--- config.mk ---
export PLATFORM = sky130hd
export DESIGN_NAME = boot_seq_flat
export DESIGN_NICKNAME = d
export VERILOG_FILES = /design/src/rtl/boot_seq_if.sv /design/src/rtl/boot_seq.sv /design/src/flat_wrapper.sv
export SDC_FILE = /design/constraint.sdc
export NUM_CORES = 1
export LEC_CHECK = 0
export ABC_AREA = 1
export CORE_MARGIN = 5
export CORE_UTILIZATION = 54
export CTS_CLUSTER_SIZE = 40
export DETAILED_ROUTE_END_ITERATION = 7
export GPL_TIMING_DRIVEN = 0
export HOLD_SLACK_MARGIN = 0.06
export PLACE_DENSITY_LB_ADDON = 0.12
export REMOVE_ABC_BUFFERS = 1
export SYNTH_ARGS = -nofsm -noshare
export SYNTH_HDL_FRONTEND = slang
export SYNTH_SLANG_ARGS = --single-unit
--- constraint.sdc ---
create_clock -name clk -period 3.1 [get_ports clk]
set_clock_uncertainty 0.1 [all_clocks]
set_input_delay 0.62 -clock clk [delete_from_list [all_inputs] [get_ports clk]]
set_output_delay 0.62 -clock clk [all_outputs]
set_load 0.1 [all_outputs]
--- src/rtl/boot_seq_if.sv ---
// CSR bus between a host (master) and the boot sequencer (slave).
// The read data path is combinational from the address.
interface boot_seq_if;
    logic [4:0] csr_a;
    logic [7:0] csr_di;
    logic       csr_we;
    logic [7:0] csr_do;

    modport master (output csr_a, output csr_di, output csr_we, input  csr_do);
    modport slave  (input  csr_a, input  csr_di, input  csr_we, output csr_do);
endinterface

--- src/rtl/boot_seq.sv ---
// SoC boot sequencer: waits for the configuration word, holds porst_n low,
// releases the SoC and supports a CSR-triggered soft restart with recovery forcing.
module boot_seq #(
    parameter logic [4:0]  BASE_ADDR   = 5'h0,
    parameter int          DEB_CYCLES  = 16,
    parameter logic [15:0] HOLD_CYCLES = 16'd1000,
    parameter logic [7:0]  CFG_TIMEOUT = 8'd255
) (
    input  logic        clk,
    input  logic        rst_n,
    boot_seq_if.slave   bus,
    input  logic        cfg_done,
    input  logic [15:0] cfg,
    input  logic        recovery_btn_n,
    output logic        cfg_start,
    output logic        force_recovery,
    output logic        porst_n,
    output logic [3:0]  boot_src
);

    typedef enum logic [1:0] {
        WAIT_CFG = 2'b00,
        HOLD     = 2'b01,
        RUN      = 2'b10,
        RESTART  = 2'b11
    } state_t;

    localparam int          DEB_W     = (DEB_CYCLES < 2) ? 1 : $clog2(DEB_CYCLES);
    localparam logic [DEB_W-1:0] DEB_LAST = DEB_W'(DEB_CYCLES - 1);
    localparam logic [15:0] HOLD_LAST = HOLD_CYCLES - 16'd1;
    localparam logic [7:0]  TO_LAST   = CFG_TIMEOUT - 8'd1;
    localparam logic [4:0]  CTRL_ADDR = BASE_ADDR + 5'd1;

    state_t             state_r;
    state_t             state_s;
    logic [7:0]         wait_cnt_r;
    logic [15:0]        hold_cnt_r;
    logic [1:0]         sync_r;
    logic               btn_r;
    logic [DEB_W-1:0]   deb_cnt_r;
    logic               sw_recovery_r;
    logic               cfg_blank_r;
    logic               cfg_timeout_r;
    logic               ctrl_wr_s;
    logic               cfg_accept_s;
    logic               timeout_s;

    assign ctrl_wr_s    = bus.csr_we && (bus.csr_a == CTRL_ADDR);
    // The first WAIT_CFG cycle (counter still zero) never accepts cfg_done.
    assign cfg_accept_s = (state_r == WAIT_CFG) && cfg_done && (wait_cnt_r != 8'd0);
    assign timeout_s    = (state_r == WAIT_CFG) && (wait_cnt_r == TO_LAST) && !cfg_accept_s;

    // Button synchronizer and debouncer; btn_r is active-low like the raw pin.
    always_ff @(posedge clk or negedge rst_n) begin
        if (!rst_n) begin
            sync_r    <= 2'b11;
            btn_r     <= 1'b1;
            deb_cnt_r <= '0;
        end else begin
            sync_r <= {sync_r[0], recovery_btn_n};
            if (sync_r[1] == btn_r) begin
                deb_cnt_r <= '0;
            end else if (deb_cnt_r == DEB_LAST) begin
                btn_r     <= sync_r[1];
                deb_cnt_r <= '0;
            end else begin
                deb_cnt_r <= deb_cnt_r + {{(DEB_W-1){1'b0}}, 1'b1};
            end
        end
    end

    // Next-state logic.
    always_comb begin
        state_s = state_r;
        case (state_r)
            WAIT_CFG: begin
                if (cfg_accept_s || timeout_s) begin
                    state_s = HOLD;
                end else begin
                    state_s = WAIT_CFG;
                end
            end
            HOLD: begin
                if (hold_cnt_r == HOLD_LAST) begin
                    state_s = RUN;
                end else begin
                    state_s = HOLD;
                end
            end
            RUN: begin
                if (ctrl_wr_s && bus.csr_di[0]) begin
                    state_s = RESTART;
                end else begin
                    state_s = RUN;
                end
            end
            RESTART: state_s = WAIT_CFG;
            default: state_s = WAIT_CFG;
        endcase
    end

    // State register and per-state cycle counters (cleared outside their state).
    always_ff @(posedge clk or negedge rst_n) begin
        if (!rst_n) begin
            state_r    <= WAIT_CFG;
            wait_cnt_r <= 8'd0;
            hold_cnt_r <= 16'd0;
        end else begin
            state_r    <= state_s;
            wait_cnt_r <= (state_r == WAIT_CFG) ? (wait_cnt_r + 8'd1) : 8'd0;
            hold_cnt_r <= (state_r == HOLD) ? (hold_cnt_r + 16'd1) : 16'd0;
        end
    end

    // Registered outputs; porst_n and cfg_start follow the next state so they
    // change on the same edge as the transition.
    always_ff @(posedge clk or negedge rst_n) begin
        if (!rst_n) begin
            porst_n        <= 1'b0;
            cfg_start      <= 1'b0;
            force_recovery <= 1'b0;
            boot_src       <= 4'hf;
            cfg_blank_r    <= 1'b0;
            cfg_timeout_r  <= 1'b0;
        end else begin
            porst_n   <= (state_s == RUN);
            cfg_start <= (state_s == RESTART);
            if (state_r == WAIT_CFG) begin
                force_recovery <= ~btn_r | sw_recovery_r;
            end
            if (cfg_accept_s) begin
                boot_src    <= (cfg == 16'hffff) ? 4'hf : cfg[3:0];
                cfg_blank_r <= (cfg == 16'hffff);
            end else if (timeout_s) begin
                boot_src      <= 4'hf;
                cfg_timeout_r <= 1'b1;
            end else if (state_r == RESTART) begin
                cfg_blank_r   <= 1'b0;
                cfg_timeout_r <= 1'b0;
            end
        end
    end

    // Sticky software recovery request, writable in any state.
    always_ff @(posedge clk or negedge rst_n) begin
        if (!rst_n) begin
            sw_recovery_r <= 1'b0;
        end else if (ctrl_wr_s) begin
            sw_recovery_r <= bus.csr_di[1];
        end
    end

    // CSR read mux.
    always_comb begin
        bus.csr_do = 8'h00;
        if (bus.csr_a == BASE_ADDR) begin
            bus.csr_do = {state_r, cfg_timeout_r, cfg_blank_r, boot_src};
        end else if (bus.csr_a == CTRL_ADDR) begin
            bus.csr_do = {6'b000000, sw_recovery_r, 1'b0};
        end else begin
            bus.csr_do = 8'h00;
        end
    end

endmodule

--- src/flat_wrapper.sv ---
// flat-port wrapper written by rule: the top's interface ports become plain ports
module boot_seq_flat 
#(
    parameter logic [4:0]  BASE_ADDR   = 5'h0,
    parameter int          DEB_CYCLES  = 16,
    parameter logic [15:0] HOLD_CYCLES = 16'd1000,
    parameter logic [7:0]  CFG_TIMEOUT = 8'd255
)
  (clk, rst_n, cfg_done, cfg, recovery_btn_n, cfg_start, force_recovery, porst_n, boot_src, bus_csr_a, bus_csr_di, bus_csr_we, bus_csr_do);
  boot_seq_if bus_i ();
  input  logic clk;
  input  logic rst_n;
  input  logic cfg_done;
  input  logic [15:0] cfg;
  input  logic recovery_btn_n;
  output logic cfg_start;
  output logic force_recovery;
  output logic porst_n;
  output logic [3:0] boot_src;
  input wire logic [$bits(bus_i.csr_a)-1:0] bus_csr_a;
  input wire logic [$bits(bus_i.csr_di)-1:0] bus_csr_di;
  input wire logic [$bits(bus_i.csr_we)-1:0] bus_csr_we;
  output wire logic [$bits(bus_i.csr_do)-1:0] bus_csr_do;
  assign bus_i.csr_a = bus_csr_a;
  assign bus_i.csr_di = bus_csr_di;
  assign bus_i.csr_we = bus_csr_we;
  assign bus_csr_do = bus_i.csr_do;
  boot_seq #(.BASE_ADDR(BASE_ADDR), .DEB_CYCLES(DEB_CYCLES), .HOLD_CYCLES(HOLD_CYCLES), .CFG_TIMEOUT(CFG_TIMEOUT)) u_core (.clk(clk), .rst_n(rst_n), .bus(bus_i), .cfg_done(cfg_done), .cfg(cfg), .recovery_btn_n(recovery_btn_n), .cfg_start(cfg_start), .force_recovery(force_recovery), .porst_n(porst_n), .boot_src(boot_src));
endmodule
# == After elaboration in Yosys (flattened, before gate mapping) ==
# Cells that the tools add are included.
# Widths: inputs -> output; s select.
# totals
reg_bits,43
inputBits,34
# classes
n_addsub,3
eq_ne,12
muxes,17
bitwise,4
n_reduce_logical,17
# op_table
operator,n
$mux 4,5
$add 16x1->16 const B,1
$eq 16x10->1 const B,1
$eq 16x16->1 const B,1
$mux 16,1
$mux 8,2
$add 8x1->8 const B,1
$eq 2x2->1 const B,4
$eq 8x8->1 const B,1
$pmux 2 s4,1
$reduce_bool 8->1,1
$logic_and 1x1->1,6
$mux 1,6
$reduce_and 2->1,3
$reduce_bool 2->1,3
$eq 5x1->1 const B,1
$logic_not 5->1,1
$add 4x1->4 const B,1
$eq 4x4->1 const B,1
$mux 2,2
$not 1->1,3
$eq 2x1->1 const B,1
$logic_not 2->1,1
$ne 2x1->1 const B,1
4 further kinds,4

# == Logic depth before layout (Yosys ltp) ==
# logic_depth
word_depth,9
ltp_mapped,9
mapped_depth_nobuf,9

# == Least setup slack after synthesis ==
# Ideal clock, no wire load.
# synth_timing
kind,in2out
startpoint,input bus_csr_a[3]
endpoint,output bus_csr_do[1]
arrival_time_ns,2.586
required_time_ns,2.380
setup_slack_ns,-0.206
path_stages,5
path_buffers,1
cell_sequence,nor2_1 -> nand2_1 -> or3_1 -> clkbuf_1 -> o21ai_1
# synth_via
elab_chain_cells,3
word_cells_on_any_way,4
# synth_rtl
item,line_no,rtl
start: declaration,flat_wrapper.sv:20,input wire logic [$bits(bus_i.csr_a)-1:0] bus_csr_a;
$eq 5x1->1,boot_seq.sv:158,end else if (bus.csr_a == CTRL_ADDR) begin
$mux 2,boot_seq.sv:158,
$mux 8 (*),boot_seq.sv:156,if (bus.csr_a == BASE_ADDR) begin
end: declaration,flat_wrapper.sv:23,output wire logic [$bits(bus_i.csr_do)-1:0] bus_csr_do;
# Mark *: on every way between the ends. The rest lies on a longest branch, timed or not.

# == Worst setup path in the final report ==
# layout_timing
startpoint,input bus_csr_a[3]
endpoint,output bus_csr_do[6]
# layout_via
elab_chain_cells,2
# layout_rtl
item,line_no
$logic_not 5->1,boot_seq.sv:156
$mux 8,boot_seq.sv:156
# No other way between the ends.

==> metrics.yaml <==
worst_setup_path:
  crit_buf_inv: 2
  cp_slowest_stage_delay_ps: 450
  required_ps: 2380
  crit_top_cell: "nor2_1"
  path_max_fanout: 8
  critPathCaptureType: "output port"
  r2r_start: "u_core.state_r[0]"
  crit_path_start_kind: "input pin"
  arrival_ps: 2250
  crit_chain: "clkdlybuf4s50_1 -> nor2_1 -> nand2_1 -> or3_1 -> nor2_1 -> buf_2"
  crit_family: "buffers and inverters"
  cpMaxStageDelayCell: "or3_1"
  rrSetupSlack_ps: 1490
  startpoint: "bus_csr_a[3]"
  worstSetupPathType: "input pin to output port"
drt:
  dr.pass1.iters: 4
  antenna_left: 0
  drt-total-wl_mm: 4.488
  viasPerCell: 4.874
  drc_errors: 0
  wl_per_cell_um: 11.78
  first_iter_violations: 95
  vias: 1857
synth:
  ys_seq_area_share_pct: 48.96
  ys_seq_elements: 43
  ys_types: 27
  synth_top_area_share_pct: 40.65
  synth_ff_type: "dfrtp_1"
  netlist.top_cell.by_area: "dfrtp_1"
  synth_cells: 282
  async_flop_share_pct: 100.0
  syn_area_um2: 2216
  yosysWarnings: 0
  synth-edff-count: 0
  synthTopCellsByArea: "dfrtp_1 41%, nand2_1 11%, nor2_1 10%"
  syn_avg_cell_area_um2: 7.858
placed_design:
  port_buffers: 42
  gp_congestion: 0.8192
  dp_hpwl_mm: 3.468
timing:
  rsz0062_at_grt: "false"
  finalHoldViolCount: 0
  relSlewSlack_pct: 34.13
  setup_violations: 0
  tns_ps: 0
  worst_slew_pin_slew_ps: 985.0
  slew_violations: 0
  post-route-period-util_pct: 95.97
  max_freq_mhz: 336.1
  min_period_ps: 2975
cts:
  htreeDepth: 2
  clock_latency_ps: 290
  cts_tree: "built"
  path_clk_slew_ps: 80
  cts_sinks: 43
  numCtsBuffers: 5
  cts_setup_buffers: 0
  clock-root-buffer: "clkbuf_8"
  clk_path_buf_depth: 2
global_route:
  antenna_found_initial: 0
  grt_first_pass_wirelength_mm: 7.721
  grt_pass1_vias: 1821
  grt_max_degree: 27
  grt-ovfl-total: 0
  grt_usage_pct: 18.46
final_layout:
  nFillCells: 358
  diodes: 0
  nets: 369
  layout-drive-gt1-share_pct: 12.69
  syn_to_final_growth_pct: 24.62
pwr:
  power.density_nw_per_um2: 374.6
  total_leakage_power_nw: 1.322
  p_total_w: 0.001035
  vdd_drop_max_v: 0.0003096
floorplanning:
  die_y_um: 74.06
  die_w_um: 74.06
  boundaryPins: 49
  core_um2: 4000
  dieArea_um2: 5485
  initial_utilization_pct: 55.40
  rows: 23
worst_hold_path:
  worstHoldPathType: "input pin to async pin"
status:
  status: "finished, final reports clean"
flow_run:
  cap_violations: 0
[routing by layer]
metal | share of wire (%) | global-route usage, % | vias to the layer above
li1 | - | - | 978
met4 | 2.1 | 8.853 | 0
met5 | 0 | 0 | -
met3 | 8.8 | 4.865 | 8
met2 | 46 | 32.09 | 46
met1 | 43 | 21.04 | 825
[layout make-up]
class                      instances  area, um2  area share (%)
clock buffer                       8      100.1           3.625
sequential                        43       1085           39.28
multi-input combinational        197      965.9           34.98
timing repair buffer              43      397.9           14.41
inverter                          40      150.1           5.437
tap                               50      62.56           2.266
[path summary, 6_finish.rpt]
path	cells past startpoint	endpoint
setup / recovery	6	bus_csr_do[6]
hold / removal	1	u_core.hold_cnt_r[12]
setup reg to reg	6	u_core.hold_cnt_r[13]
hold reg to reg	0	u_core.sync_r[1]
max in group asynchronous	2	u_core.boot_src[2]
min in group clk	0	u_core.sync_r[1]
[cell families after synthesis]
group,after synthesis,share of synthesized area [%]
AND/OR/NAND/NOR,158,32.02
flip-flops,43,48.96
buffers and inverters,42,7.453
AO/OA/AOI/OAI,30,7.058
adder cells (fa/ha/maj),5,2.823
XOR/XNOR,3,1.186
multiplexers,1,0.5082
[what timing repair did]
action,4_1_cts,5_1_grt
endpoints found under the setup margin,8,6
hold buffers,0,0
resized for setup,29,12
[registers in the layout, indices dropped and copies added (netlist names)]
register,count
u_core.force_recovery,1
u_core.deb_cnt_r,4
u_core.sync_r,2
u_core.wait_cnt_r,8
u_core.btn_r,1
u_core.porst_n,1
u_core.sw_recovery_r,1
u_core.cfg_timeout_r,1
u_core.hold_cnt_r,16
u_core.state_r,2
u_core.cfg_start,1
u_core.boot_src,4
u_core.cfg_blank_r,1
[through the flow]
stage | instance area, um2 | instances | setup WS, ps | hold WS [ps] | util [%]
2_1_floorplan | 2201 | 280 | -163.9 | 224.4 | -
3_3_place_gp | 2684 | 372 | -613.6 | 246.8 | 67.09
3_5_place_dp | 2699 | 373 | -621.6 | 247.2 | 67.47
4_1_cts | 2795 | 381 | 6.616 | 150.5 | 69.88
5_1_grt | 2761 | 381 | 0.3488 | 163.3 | 69.03
6_report | 2761 | 381 | 125.0 | 150.7 | 69.03
[layout by cell type (no fill, tap or decap), drive strengths merged]
master | Yosys | layout
ha | 5 | 5
mux2 | 1 | 1
buf | 1 | 9
nor3 | 6 | 6
dfstp | 7 | 7
clkdlybuf4s50 | 0 | 33
o21ai | 9 | 9
xnor2 | 1 | 1
nand2 | 66 | 66
nor3b | 1 | 1
nor2 | 70 | 70
a2bb2oi | 1 | 1
a21oi | 18 | 18
nand4 | 4 | 4
clkbuf | 1 | 9
nand3b | 1 | 1
inv | 40 | 40
nand3 | 9 | 9
a31oi | 2 | 2
dfrtp | 36 | 36
xor2 | 2 | 2
or3 | 1 | 1
[synth_stat cells, drive strengths merged, types with 2 or more instances]
library cell  number
xor2               2
nand2             66
ha                 5
dfrtp             36
nand4              4
o21ai              9
dfstp              7
nor3               6
nand3              9
a31oi              2
inv               40
a21oi             18
nor2              70
[report_power, final]
group,leakage [nW],switching [W],internal [W]
Clock,0.0515,0.000185,0.000203
Combinational,0.726,0.0000347,0.0000386
Sequential,0.545,0.00000418,0.000569
Total,1.32,0.000224,0.000811
(Power assumes the default switching activity.)
